<file path="config.mk">
export PLATFORM = sky130hd
export DESIGN_NAME = rns_rc_pipe
export DESIGN_NICKNAME = d
export VERILOG_FILES = /design/src/rtl/rns_pkg.sv /design/src/rtl/rns_mod_sub.sv /design/src/rtl/rns_rc_pipe.sv
export SDC_FILE = /design/constraint.sdc
export NUM_CORES = 1
export LEC_CHECK = 0
export BUFFER_PORTS_ARGS = -buffer_cell sky130_fd_sc_hd__buf_2
export CAP_MARGIN = 20
export CORE_ASPECT_RATIO = 0.7
export CORE_MARGIN = 8
export CORE_UTILIZATION = 45
export DETAILED_ROUTE_END_ITERATION = 12
export SYNTH_ARGS = -nofsm -noshare
export SYNTH_HDL_FRONTEND = slang
export SYNTH_SLANG_ARGS = --single-unit
</file>
<file path="constraint.sdc">
create_clock -name clk -period 9.8 [get_ports clk]
set_input_delay 0.49 -clock clk [delete_from_list [all_inputs] [get_ports clk]]
set_output_delay 0.49 -clock clk [all_outputs]
set_load 0.01 [all_outputs]
</file>
<file path="src/rtl/rns_pkg.sv">
// rns_pkg: widths, modulus constants and residue bundle for the
// {2^N+1, 2^N, 2^N-1} reverse converter.
package rns_pkg;

  localparam int RNS_NMAX = 16;

  typedef logic [63:0] u64_t;

  typedef struct packed {
    logic [RNS_NMAX:0]   r1;
    logic [RNS_NMAX-1:0] r0;
    logic [RNS_NMAX-1:0] r_1;
  } rns_triple_t;

  function automatic int rc_w_p1(int n);
    return n + 1;
  endfunction

  function automatic int rc_w_0(int n);
    return n;
  endfunction

  function automatic int rc_w_m1(int n);
    return n;
  endfunction

  function automatic int rc_out_w(int n);
    return 3 * n;
  endfunction

  function automatic u64_t rc_m1(int n);
    return (u64_t'(1) << n) - 1;
  endfunction

  function automatic u64_t rc_p1(int n);
    return (u64_t'(1) << n) + 1;
  endfunction

  function automatic u64_t rc_m(int n);
    return (u64_t'(1) << n) * ((u64_t'(1) << (2 * n)) - 1);
  endfunction

  function automatic u64_t rc_half(int n);
    return rc_m(n) >> 1;
  endfunction

  // Non-canonical: r1 above 2^n, or r_1 equal to 2^n-1.
  function automatic logic rc_bad(rns_triple_t t, int n);
    return (u64_t'(t.r1) > rc_p1(n) - 1) ||
           (u64_t'(t.r_1) == rc_m1(n));
  endfunction

endpackage

</file>
<file path="src/rtl/rns_mod_sub.sv">
// rns_mod_sub: canonical |x - y| mod (2^N+1) when PLUS=1,
// mod (2^N-1) when PLUS=0.
module rns_mod_sub
  import rns_pkg::*;
#(
  parameter int N    = 3,
  parameter bit PLUS = 1'b0
) (
  input  logic [N:0] x_i,
  input  logic [N:0] y_i,
  output logic [N:0] z_o
);

  localparam logic [N+2:0] MV = PLUS ? (N+3)'(rc_p1(N))
                                     : (N+3)'(rc_m1(N));

  logic [N+2:0] d;
  logic [N+2:0] e;

  always_comb begin
    d = {2'b00, x_i} - {2'b00, y_i};
    e = d[N+2] ? d + MV : d;
    // folds 2^N-1 to 0 in the minus modulus
    if (!e[N+2] && (e >= MV)) e = e - MV;
    z_o = e[N:0];
  end

endmodule

</file>
<file path="src/rtl/rns_rc_pipe.sv">
// rns_rc_pipe: 3-stage signed RNS reverse converter with valid/ready.
// Optional residue checker: RNS_RC_RESIDUE_CHECK_EN.
module rns_rc_pipe
  import rns_pkg::*;
#(
  parameter int N     = 3,
  parameter int TAG_W = 4
) (
  input  logic                        clk,
  input  logic                        rst_n,
  input  logic                        in_valid,
  output logic                        in_ready,
  input  logic [rc_w_p1(N)-1:0]       r1,
  input  logic [rc_w_0(N)-1:0]        r0,
  input  logic [rc_w_m1(N)-1:0]       r_1,
  input  logic [TAG_W-1:0]            in_tag,
  output logic                        out_valid,
  input  logic                        out_ready,
  output logic signed [rc_out_w(N)-1:0] n_out,
  output logic [TAG_W-1:0]            out_tag,
  output logic                        out_err
);

  localparam int W = rc_out_w(N);
  localparam logic [W-1:0] M_C    = W'(rc_m(N));
  localparam logic [W-1:0] HALF_C = W'(rc_half(N));

  logic adv;

  logic [N:0] a_d;
  logic [N:0] b_d;
  logic       e_d;

  logic             v1_q;
  logic [N:0]       a_q;
  logic [N:0]       b_q;
  logic [N-1:0]     r0_1_q;
  logic [TAG_W-1:0] tag1_q;
  logic             e1_q;

  logic [N-1:0] am;
  logic [N-1:0] bm;
  logic [N:0]   s;
  logic [N-1:0] dif;
  logic [N-1:0] t_d;
  logic [2*N-1:0] y_d;

  logic             v2_q;
  logic [2*N-1:0]   y_q;
  logic [N-1:0]     r0_2_q;
  logic [TAG_W-1:0] tag2_q;
  logic             e2_q;

  logic [W-1:0] x_w;
  logic [W-1:0] n_d;

  logic             vo_q;
  logic [W-1:0]     n_q;
  logic [TAG_W-1:0] tago_q;
  logic             eo_q;

  assign adv      = !vo_q | out_ready;
  assign in_ready = adv;

  rns_mod_sub #(.N(N), .PLUS(1'b0)) u_sub_m1 (
    .x_i({1'b0, r_1}),
    .y_i({1'b0, r0}),
    .z_o(a_d)
  );

  rns_mod_sub #(.N(N), .PLUS(1'b1)) u_sub_p1 (
    .x_i({1'b0, r0}),
    .y_i(r1),
    .z_o(b_d)
  );

`ifdef RNS_RC_RESIDUE_CHECK_EN
  rns_triple_t trip;
  always_comb begin
    trip     = '0;
    trip.r1  = (RNS_NMAX+1)'(r1);
    trip.r_1 = RNS_NMAX'(r_1);
  end
  assign e_d = rc_bad(trip, N);
`else
  assign e_d = 1'b0;
`endif

  always_ff @(posedge clk or negedge rst_n) begin
    if (!rst_n) begin
      v1_q   <= 1'b0;
      a_q    <= '0;
      b_q    <= '0;
      r0_1_q <= '0;
      tag1_q <= '0;
      e1_q   <= 1'b0;
    end else if (adv) begin
      v1_q <= in_valid;
      if (in_valid) begin
        a_q    <= a_d;
        b_q    <= b_d;
        r0_1_q <= r0;
        tag1_q <= in_tag;
        e1_q   <= e_d;
      end
    end
  end

  // Reduce an [0,2^N] value into N bits mod 2^N-1 (2^N -> 1).
  function automatic logic [N-1:0] fold(input logic [N:0] x);
    return x[N-1:0] | N'(x[N]);
  endfunction

  always_comb begin
    am  = fold(a_q);
    bm  = fold(b_q);
    s   = {1'b0, am} + {1'b0, ~bm};
    dif = s[N-1:0] + N'(s[N]);
    t_d = {dif[0], dif[N-1:1]};
    if (&t_d) t_d = '0;
    y_d = (2*N)'(b_q) + {t_d, {N{1'b0}}} + (2*N)'(t_d);
  end

  always_ff @(posedge clk or negedge rst_n) begin
    if (!rst_n) begin
      v2_q   <= 1'b0;
      y_q    <= '0;
      r0_2_q <= '0;
      tag2_q <= '0;
      e2_q   <= 1'b0;
    end else if (adv) begin
      v2_q <= v1_q;
      if (v1_q) begin
        y_q    <= y_d;
        r0_2_q <= r0_1_q;
        tag2_q <= tag1_q;
        e2_q   <= e1_q;
      end
    end
  end

  always_comb begin
    x_w = {y_q, r0_2_q};
    n_d = (x_w >= HALF_C) ? x_w - M_C : x_w;
    if (e2_q) n_d = '0;
  end

  always_ff @(posedge clk or negedge rst_n) begin
    if (!rst_n) begin
      vo_q   <= 1'b0;
      n_q    <= '0;
      tago_q <= '0;
      eo_q   <= 1'b0;
    end else if (adv) begin
      vo_q <= v2_q;
      if (v2_q) begin
        n_q    <= n_d;
        tago_q <= tag2_q;
        eo_q   <= e2_q;
      end
    end
  end

  assign out_valid = vo_q;
  assign n_out     = $signed(n_q);
  assign out_tag   = tago_q;
  assign out_err   = eo_q;

endmodule

</file>
== Yosys cells after proc, flatten, opt, wreduce, memory -nomap -nowiden ==
Cells that the tools add are included.

* Mux-type cells: 6
* Add/subtract/negate cells: 11
* Eq/ne operators: 0
* Shifts and indexed selects: 0
* Multipliers: 0
* Div/mod/pow operators: 0
* Order comparisons: 3
* Reduce and logical (&&, ||, !) cells: 9
* Bitwise operators: 4

{| class="wikitable"
|+ Operators by type and width
! kind !! count
|-
| 2-to-1 mux 6 bit || 2
|-
| >= comparator 9 x 8 -> 1 bit (second input constant) || 1
|-
| 2-to-1 mux 9 bit || 1
|-
| subtractor 9 bit (second input constant) || 1
|-
| 2-to-1 mux 4 bit || 2
|-
| adder 4 x 6 -> 6 bit || 1
|-
| adder 6 x 3 -> 6 bit || 1
|-
| adder 6 x 3 -> 6 bit (second input constant) || 1
|-
| adder 6 x 4 -> 6 bit (second input constant) || 1
|-
| >= comparator 6 x 3 -> 1 bit (second input constant) || 1
|-
| >= comparator 6 x 4 -> 1 bit (second input constant) || 1
|-
| OR 3 x 1 -> 3 bit || 2
|-
| AND reduction 2 bit || 3
|-
| subtractor 3 x 4 -> 5 bit || 1
|-
| adder 3 x 3 -> 4 bit || 1
|-
| subtractor 3 x 3 -> 4 bit || 1
|-
| subtractor 4 x 3 -> 4 bit (second input constant) || 1
|-
| subtractor 4 bit (second input constant) || 1
|-
| adder 3 x 1 -> 3 bit || 1
|-
| logical NOT 1 bit || 3
|-
| 2-to-1 mux 3 bit || 1
|-
| inverter 3 bit || 1
|-
| AND reduction 3 bit || 1
|-
| logical AND 1 bit || 2
|-
| OR 1 bit || 1
|}

* Flip-flop bits (word level): 44
* Memories kept: 0
* Logic and storage cells: 45
* Bits of input ports: 18
* RAM bits: 0
* Bits in latches: 0
* Bits in read-only memories: 0
* Output and inout bits: 16

== Depth between registers and ports, before layout ==
Gate-level depths: netlist of run 1.

* Depth in word-level cells: 8
* Depth in mapped cells: 16
* Depth with buffers taken out: 16

== Hierarchy ==
A second synthesis of run 1 with hierarchy kept.

* Cells, all modules: 292
* Area, all modules: 3041.7 µm²

{| class="wikitable"
|+ Modules (own cells, without submodules)
! module !! cells an instance !! area an instance (µm²) !! times used !! sequential area each (µm²)
|-
| rns_rc_pipe || 171 || 2138.3 || 1 || 1101.1
|-
| rns_mod_sub at u_sub_m1 || 64 || 473.0 || 1 || 0.0
|-
| rns_mod_sub at u_sub_p1 || 57 || 430.4 || 1 || 0.0
|}

== Worst setup path before layout of run 1 ==
Ideal clock, no wire load.

* Path kind: reg2reg
* From: register a_q[3]
* To: register y_q[5]
* Data arrival time: 3.333 ns
* Buffers on the path: 0
* Setup time: 0.083 ns
* Clock period less this slack: 3.416 ns
* Path slack: 6.384 ns
* Stages on the path, launching flop included: 17
* Path through: dfrtp_1 or2_2 ha_1 a21o_1 a21o_1 ha_1 ha_1 xnor2_1 xor2_1 a21oi_1 ha_1 a21o_1 a21o_1 a21o_1 o21ai_0 a22oi_1 o21ai_0

* Word-level cells in the longest chain between the ends: 7

{| class="wikitable"
|+ RTL lines
! what !! RTL line !! RTL
|-
| start, declared || rns_rc_pipe.sv:35 || <nowiki>logic [N:0] a_q;</nowiki>
|-
| start signal, assigned || rns_rc_pipe.sv:92 || <nowiki>a_q <= '0;</nowiki>
|-
| start signal, assigned || rns_rc_pipe.sv:100 || <nowiki>a_q <= a_d;</nowiki>
|-
| OR 3 x 1 -> 3 bit * || rns_rc_pipe.sv:111 || <nowiki>return x[N-1:0] | N'(x[N]);</nowiki>
|-
| adder 3 x 3 -> 4 bit * || rns_rc_pipe.sv:117 || <nowiki>s = {1'b0, am} + {1'b0, ~bm};</nowiki>
|-
| adder 3 x 1 -> 3 bit * || rns_rc_pipe.sv:118 || <nowiki>dif = s[N-1:0] + N'(s[N]);</nowiki>
|-
| AND reduction 3 bit || rns_rc_pipe.sv:120 || <nowiki>if (&t_d) t_d = '0;</nowiki>
|-
| 2-to-1 mux 3 bit * || rns_rc_pipe.sv:120 ||
|-
| adder 4 x 6 -> 6 bit || rns_rc_pipe.sv:121 || <nowiki>y_d = (2*N)'(b_q) + {t_d, {N{1'b0}}} + (2*N)'(t_d);</nowiki>
|-
| adder 6 x 3 -> 6 bit * || rns_rc_pipe.sv:121 ||
|-
| end signal, assigned || rns_rc_pipe.sv:134 || <nowiki>y_q <= y_d;</nowiki>
|-
| end, declared || rns_rc_pipe.sv:49 || <nowiki>logic [2*N-1:0] y_q;</nowiki>
|}

Mark *: on every way between the ends. The rest lies on a longest branch, timed or not.
A chain may end at the register's enable or synchronous reset.

== Final worst setup path of run 1 ==
* From: register a_q[3]
* To: register y_q[4]

The elaborated chain is that of the path after synthesis.

==> results of run 1 <==
[cell usage in the layout, fill, tap and decap left out, types with 3 or more instances in the layout]
cell type	instances
nand2_1	25
nor2_1	9
inv_1	18
nor2b_1	3
mux2i_1	5
fa_1	4
mux2_2	21
a21oi_1	10
dfrtp_1	44
ha_1	21
a21boi_0	3
clkbuf_8	5
buf_2	32
nor3b_1	4
xnor2_1	9
nand3_1	6
xor2_1	7
nand4_1	4
o21ai_0	26
nand2b_1	4
a21o_1	8
[power groups by stage]
stage	clock network, mW	logic [mW]	registers, mW
final	0.142	0.566	0.315
after floorplan	0	0.428	0.318
after detailed placement	0	0.568	0.320
after global placement	0	0.551	0.318
after global routing	0.155	0.642	0.330
after CTS	0.147	0.570	0.316
[worst max-delay path by stage]
| stage | from | end | slack, ps | depth (start not counted) |
|---|---|---|---|---|
| floorplan | a_q[3] | y_q[5] | 6380 | 16 |
| global placement | a_q[3] | y_q[4] | 6250 | 15 |
| detailed placement | a_q[3] | y_q[4] | 6140 | 15 |
| CTS | a_q[3] | y_q[4] | 6100 | 15 |
| global route | a_q[3] | y_q[5] | 5780 | 16 |
| finish | a_q[3] | y_q[4] | 6080 | 15 |
[routing by layer]
metal	track usage	vias up	wire, um
met4	0.0286	0	27
li1	-	998	-
met5	0	-	0
met1	0.176	906	2660
met3	0.0324	5	160
met2	0.200	18	2260
[state kept, by name, indices dropped and copies added, names as in the netlist]
name and cells:
r0_2_q 3, v1_q 1, out_tag 4, a_q 4
r0_1_q 3, tag2_q 4, n_out 9, y_q 6
tag1_q 4, b_q 4, out_valid 1, v2_q 1
[cell type report]
class                           instances  area, sq um
Clock buffer                            5         68.8
Clock inverter                          3         47.5
Fill cell                             513         2720
Inverter                               18         67.6
Multi-Input combinational cell        197         1520
Sequential cell                        44         1100
Tap cell                               75         93.8
Timing Repair Buffer                   32          160
[cell families after synthesis]
logic type,after synthesis
flops,44
compound gates,59
mux,27
buf+inv,26
xor+xnor,16
fa+ha+maj,25
other cells,1
simple gates,69
==> impl_results.md, run 1 <==
* Status: finished, final reports clean
* Switching Fraction at 0.405
* FMAX at 269 MHz
* R2r startpoint: a_q[3]
* Sequential share of the synthesized area at 0.403
* Synth Net Count at 310
* Synth area leaders: dfrtp_1 40%, ha_1 9.6%, mux2_2 8.6%, o21ai_0 4.8%, nand2_1 3.4%
* # diodes at 0
* Delay-heaviest family, CP: adder cells
* Worst-margin pin slew at 980 ps
* Gates resized, CTS repair at 0
* Synthesis-to-finish area growth at 12.0%
* Clk sink count at 44
* Post-DP HPWL at 4000 um
* Root buf cell: clkbuf_8
* All-Layer GR Usage at 0.129
* Critical Path Start Type: flip-flop
* Post-place setup slack at around 6000 ps
* Pre-antenna DRT Iters at 4
* Post-route ant nets at 0
* Via-to-Cell Ratio at 5.15
* IO Count at 34
* RSZ-0062 raised after global routing: false
* Setup violators final at 0
* Maxcap violations at 0
* Post-synth EDFFs at 0
* Cell count after synthesis at 267
* Gate power share at 0.553
* Core footprint at 5780 sq um
* Commonest cells in the netlist: 44 x dfrtp_1, 26 x o21ai_0, 25 x nand2_1
* Peak supply drop at roughly 130 uV
* Worst path slowest cell: fa_1
* GR Overflow Total at 0
* R2R Path End: y_q[4]
* Placed Cells at 366
* Routed wire length at just over 5000 um
* Proportion of synthesized area in mux cells at 0.110
* Fin. max-slew vios at 0
* Yosys cell types at 45
* Vias at 1927
* Synth warn at 0
* Worst-path clk slew at 90 ps
* Total power at 1.02 mW
* Slew HR at 0.336
* Fin worst setup slack at 6080 ps
* Synth Area in Compound Gates at 0.140
* Int Power at 0.609 mW
* Seq pwr share at 0.308
* Reg2reg path depth at 15
* Starting density of the core at 0.473
* Hold Fails Final Rpt at 0
* Yosys top cell by area: dfrtp_1
* Switching power at 0.414 mW
* Max FO, Critical Path at 3
* CP Data Required Time at 9950 ps
* CTS tree: done
* Crit-path max cell delay at approximately 400 ps
* Crit path DAT at 3860 ps
* Adder-cell share of the synthesized area at 0.125
* Nets at 341
* Die height at around 81 um
* Design area at 3060 sq um
* Pin count of the biggest net entering global routing at 45
* WL/cell at 13.7 um
* Num rows at 23
* Die area at 8860 sq um
* Period utilisation layout at 0.379
* First-pass GRT wire length at 9250 um
* Clock latency on the worst-skew pair at ~300 ps
* Max H-tree Level at 2
* DRC at 0
* Max clock buf depth at 2
* Die W at 109 um
* Async SR Flop Fraction at 1.00
* Post-Layout Cell Count at 374
* Final hold slack at 331 ps
* Simple logic cell fraction of the synthesized area at 0.130
* Fin crit period at 3720 ps
* Hold buffer count at CTS at 0
* Crit end category: flip-flop
* Main flop type after synthesis: dfrtp_1
* Main combinational cell family by area after synthesis: compound AO/OA/AOI/OAI gates
* Post-CTS Setup Bufs at 0
* Syn_area_per_cell at 10.2 sq um
* Initial antenna violation count at 0
* Final core utilization at 0.530
* Final setup TNS at 0 ps
* Power share of the clock group at 0.139
* Buf/Inv on CP at 0
* GPL Wtd Cong at 0.784
* Layout cells sized above 1 at 0.227
* Setup Crit Path Kind: flip-flop to flip-flop
* Clock Skew at 6.15 ps
* Vias in the first global route at 1987
* Cell Pwr Density at 334 nW/um^2
* Post-Place Cell Area at 2950 sq um
* Area of the mapped netlist at 2730 sq um
* Seq cells post-synth at 44
* Count leader, synth: dfrtp_1
* TritonCTS Buffers at 5
* Synth Area in XOR/XNOR at 0.0513
* Flop2flop setup slack at 6080 ps
* Initial DRC Count at 43
* Port-buffer cells at 32
* Leakage at 1.48 nW
* Top cell type's share of synthesized area at 0.403
* Min-Delay Path Class: primary input to async pin
* Critical Path Most Common Cell: ha_1
* Worst path cell trace: or2_2 > ha_1 > a21o_1 > a21o_1 > ha_1 > ha_1 > xnor2_1 > xnor2_1 > a21boi_0 > ha_1 > fa_1 > a21o_1 > a21oi_1 > xor2_1 > o21ai_0
Power figures use the tool's default switching activity.
==> run 2, diff against run 1 <==
clock period = 3.65 ns   (was 9.8 ns; I/O delays follow)
==> run 2 against run 1 <==
Compared with the run above: power rose to 2.9 times the previous value; critical path type unchanged; register-to-register slack got worse by 5900 ps; largest power group unchanged; design area is 2.6% higher.
==> impl_results.md, run 2 (synthesis results as in run 1) <==
* Status: finished, final reports clean (unchanged)
* Delay-heaviest family, CP: adder cells (unchanged)
* Root buf cell: clkbuf_8 (unchanged)
* Pin count of the biggest net entering global routing at 45 (unchanged)
* Synthesis-to-finish area growth at 15.0% (was 12.0%)
* CP startpoint: a_q[3] (unchanged)
* Starting density of the core at 0.473 (unchanged)
* IO Count at 34 (unchanged)
* Maxcap violations at 0 (unchanged)
* Die height at 81.2 um (unchanged)
* Commonest non-fill, non-tap cell in the layout: dfrtp_1 (unchanged)
* R2R Path End: y_q[4] (unchanged)
* Num rows at 23 (unchanged)
* Via-to-Cell Ratio at 5.18 (was 5.15)
* Max FO, Critical Path at 3 (unchanged)
* Initial antenna violation count at 0 (unchanged)
* Worst-margin pin slew at 1010 ps (was 980 ps)
* Fin. max-slew vios at 0 (unchanged)
* Fin crit period at 3490 ps (was 3720 ps)
* Worst-path clk slew at 80 ps (was 90 ps)
* Period utilisation layout at 0.956 (was 0.379)
* Vias at 1969 (was 1927)
* Final setup TNS at 0 ps (unchanged)
* R2r startpoint: a_q[3] (unchanged)
* GPL Wtd Cong at 0.785 (was 0.784)
* Area occupied by multi-input gates at 1570 sq um (was 1520 sq um)
* Crit end category: flip-flop (unchanged)
* Die W at 109 um (unchanged)
* Pre-antenna DRT Iters at 4 (unchanged)
* Post-route ant nets at 0 (unchanged)
* Initial DRC Count at 69 (was 43)
* Post-Layout Cell Count at 380 (was 374)
* FMAX at 287 MHz (was 269 MHz)
* Post-DP HPWL at 4010 um (was 4000 um)
* Worst path cell trace: or2_2 > ha_1 > a21o_1 > a21o_1 > ha_1 > ha_1 > xnor2_2 > xnor2_2 > a21boi_2 > ha_2 > fa_2 > a21o_1 > a21oi_2 > xor2_1 > o21ai_0 (was or2_2 > ha_1 > a21o_1 > a21o_1 > ha_1 > ha_1 > xnor2_1 > xnor2_1 > a21boi_0 > ha_1 > fa_1 > a21o_1 > a21oi_1 > xor2_1 > o21ai_0)
* Leakage at 1.51 nW (was 1.48 nW)
* Core footprint at 5780 sq um (unchanged)
* DRC at 0 (unchanged)
* Slew HR at 0.315 (was 0.336)
* Worst path slowest cell: dfrtp_1 (was fa_1)
* Crit-path max cell delay at 380 ps (was 400 ps)
* Setup crit end: y_q[4] (unchanged)
* Max clock buf depth at 2 (unchanged)
* Port-buffer cells at 32 (unchanged)
* Reg area at 1100 sq um (unchanged)
* First-pass GRT wire length at 9350 um (was 9250 um)
* Flop2flop setup slack at 160 ps (was 6080 ps)
* Largest register FFs at 9 (unchanged)
* TritonCTS Buffers at 5 (unchanged)
* Buf/Inv on CP at 0 (unchanged)
* Worst path depth at 15 (unchanged)
* All-Layer GR Usage at 0.132 (was 0.129)
* Critical Path Start Type: flip-flop (unchanged)
* Routed wire length at 5340 um (was 5110 um)
* Layout cells sized above 1 at 0.266 (was 0.227)
* Hold Fails Final Rpt at 0 (unchanged)
* Reg2reg path depth at 15 (unchanged)
* Clk sink count at 44 (unchanged)
* Setup violators final at 0 (unchanged)
* Filler instances at 519 (was 513)
* # diodes at 0 (unchanged)
* Placed Cells at 369 (was 366)
* Peak supply drop at 382 uV (was 131 uV)
* Vias in the first global route at 1984 (was 1987)
* WL/cell at 14.1 um (was 13.7 um)
* Crit path DAT at 3650 ps (was 3860 ps)
* Setup Crit Path Kind: flip-flop to flip-flop (unchanged)
* Die area at 8860 sq um (unchanged)
* Nets at 347 (was 341)
* Clock Skew at 7.40 ps (was 6.15 ps)
* GR Overflow Total at 0 (unchanged)
* Clock latency on the worst-skew pair at 300 ps (about the same)
* Most frequent cells in the layout: 44 x dfrtp_1, 32 x buf_2, 25 x nand2_1 (was 44 x dfrtp_1, 32 x buf_2, 26 x o21ai_0)
* CTS tree: done (unchanged)
* Min-Delay Path Class: primary input to flip-flop (was primary input to async pin)
* Cell Pwr Density at 929 nW/um^2 (was 334 nW/um^2)
* Max H-tree Level at 2 (unchanged)
* CP Data Required Time at 3810 ps (was 9950 ps)
* RSZ-0062 raised after global routing: false (unchanged)
-- run 2: where the power goes --
| group | total, mW | internal, mW | switching [mW] |
|---|---|---|---|
| logic | 1.76 | 0.875 | 0.889 |
| clock network | 0.321 | 0.154 | 0.167 |
| registers | 0.833 | 0.699 | 0.134 |
-- run 2: worst min path at each step --
stage,startpoint,to,slack (ps),cells after the start
2_1_floorplan,rst_n,a_q[0],-110,0
3_3_place_gp,rst_n,tag1_q[3],400,1
3_5_place_dp,rst_n,tag2_q[3],400,1
4_1_cts,rst_n,tag1_q[1],70,1
5_1_grt,in_tag[3],tag1_q[3],100,2
6_report,in_tag[0],tag1_q[0],110,2
-- run 2: layer usage --
layer,up-vias,routed length (um),global-route usage
met5,-,0,0
met4,0,45,0.0408
met3,5,164,0.0340
met2,19,2290,0.194
met1,937,2850,0.185
li1,1008,-,-
-- run 2: through the flow --
step	util	power [mW]	instance area (sq um)	setup WS, ps	hold slack [ps]
floorplan	-	2.00	2730	234	-113
global placement	0.513	2.40	2970	91.2	397
detailed placement	0.513	2.43	2970	15.7	398
CTS	0.531	2.77	3070	42.4	69.0
global route	0.543	3.21	3140	13.6	95.0
finish	0.543	2.92	3140	162	113
-- run 2: repair_timing --
action,4_1_cts,5_1_grt
gates resized for setup,1,11
setup buffers,0,1
hold buffers,0,1
setup endpoints to repair,1,2
pin swaps,0,3
endpoints found under the hold margin,0,15
-- run 2: final cells by class --
cell class / instances / area share
clock buffers: 7 / 0.0275
clock inverters: 1 / 0.00239
well taps: 75 / 0.0299
inverters: 18 / 0.0215
repair buffers: 38 / 0.0701
multi-input cells: 197 / 0.498
flip-flops and latches: 44 / 0.350
-- run 2: worst reg2reg max path: cells and delay by family, from the launching register on --
family                   cells  cell delay (ps)
AO/OA/AOI/OAI                6              890
XOR/XNOR                     3              620
adder cells (fa/ha/maj)      5             1160
flip-flops                   1              380
AND/OR/NAND/NOR              1              300
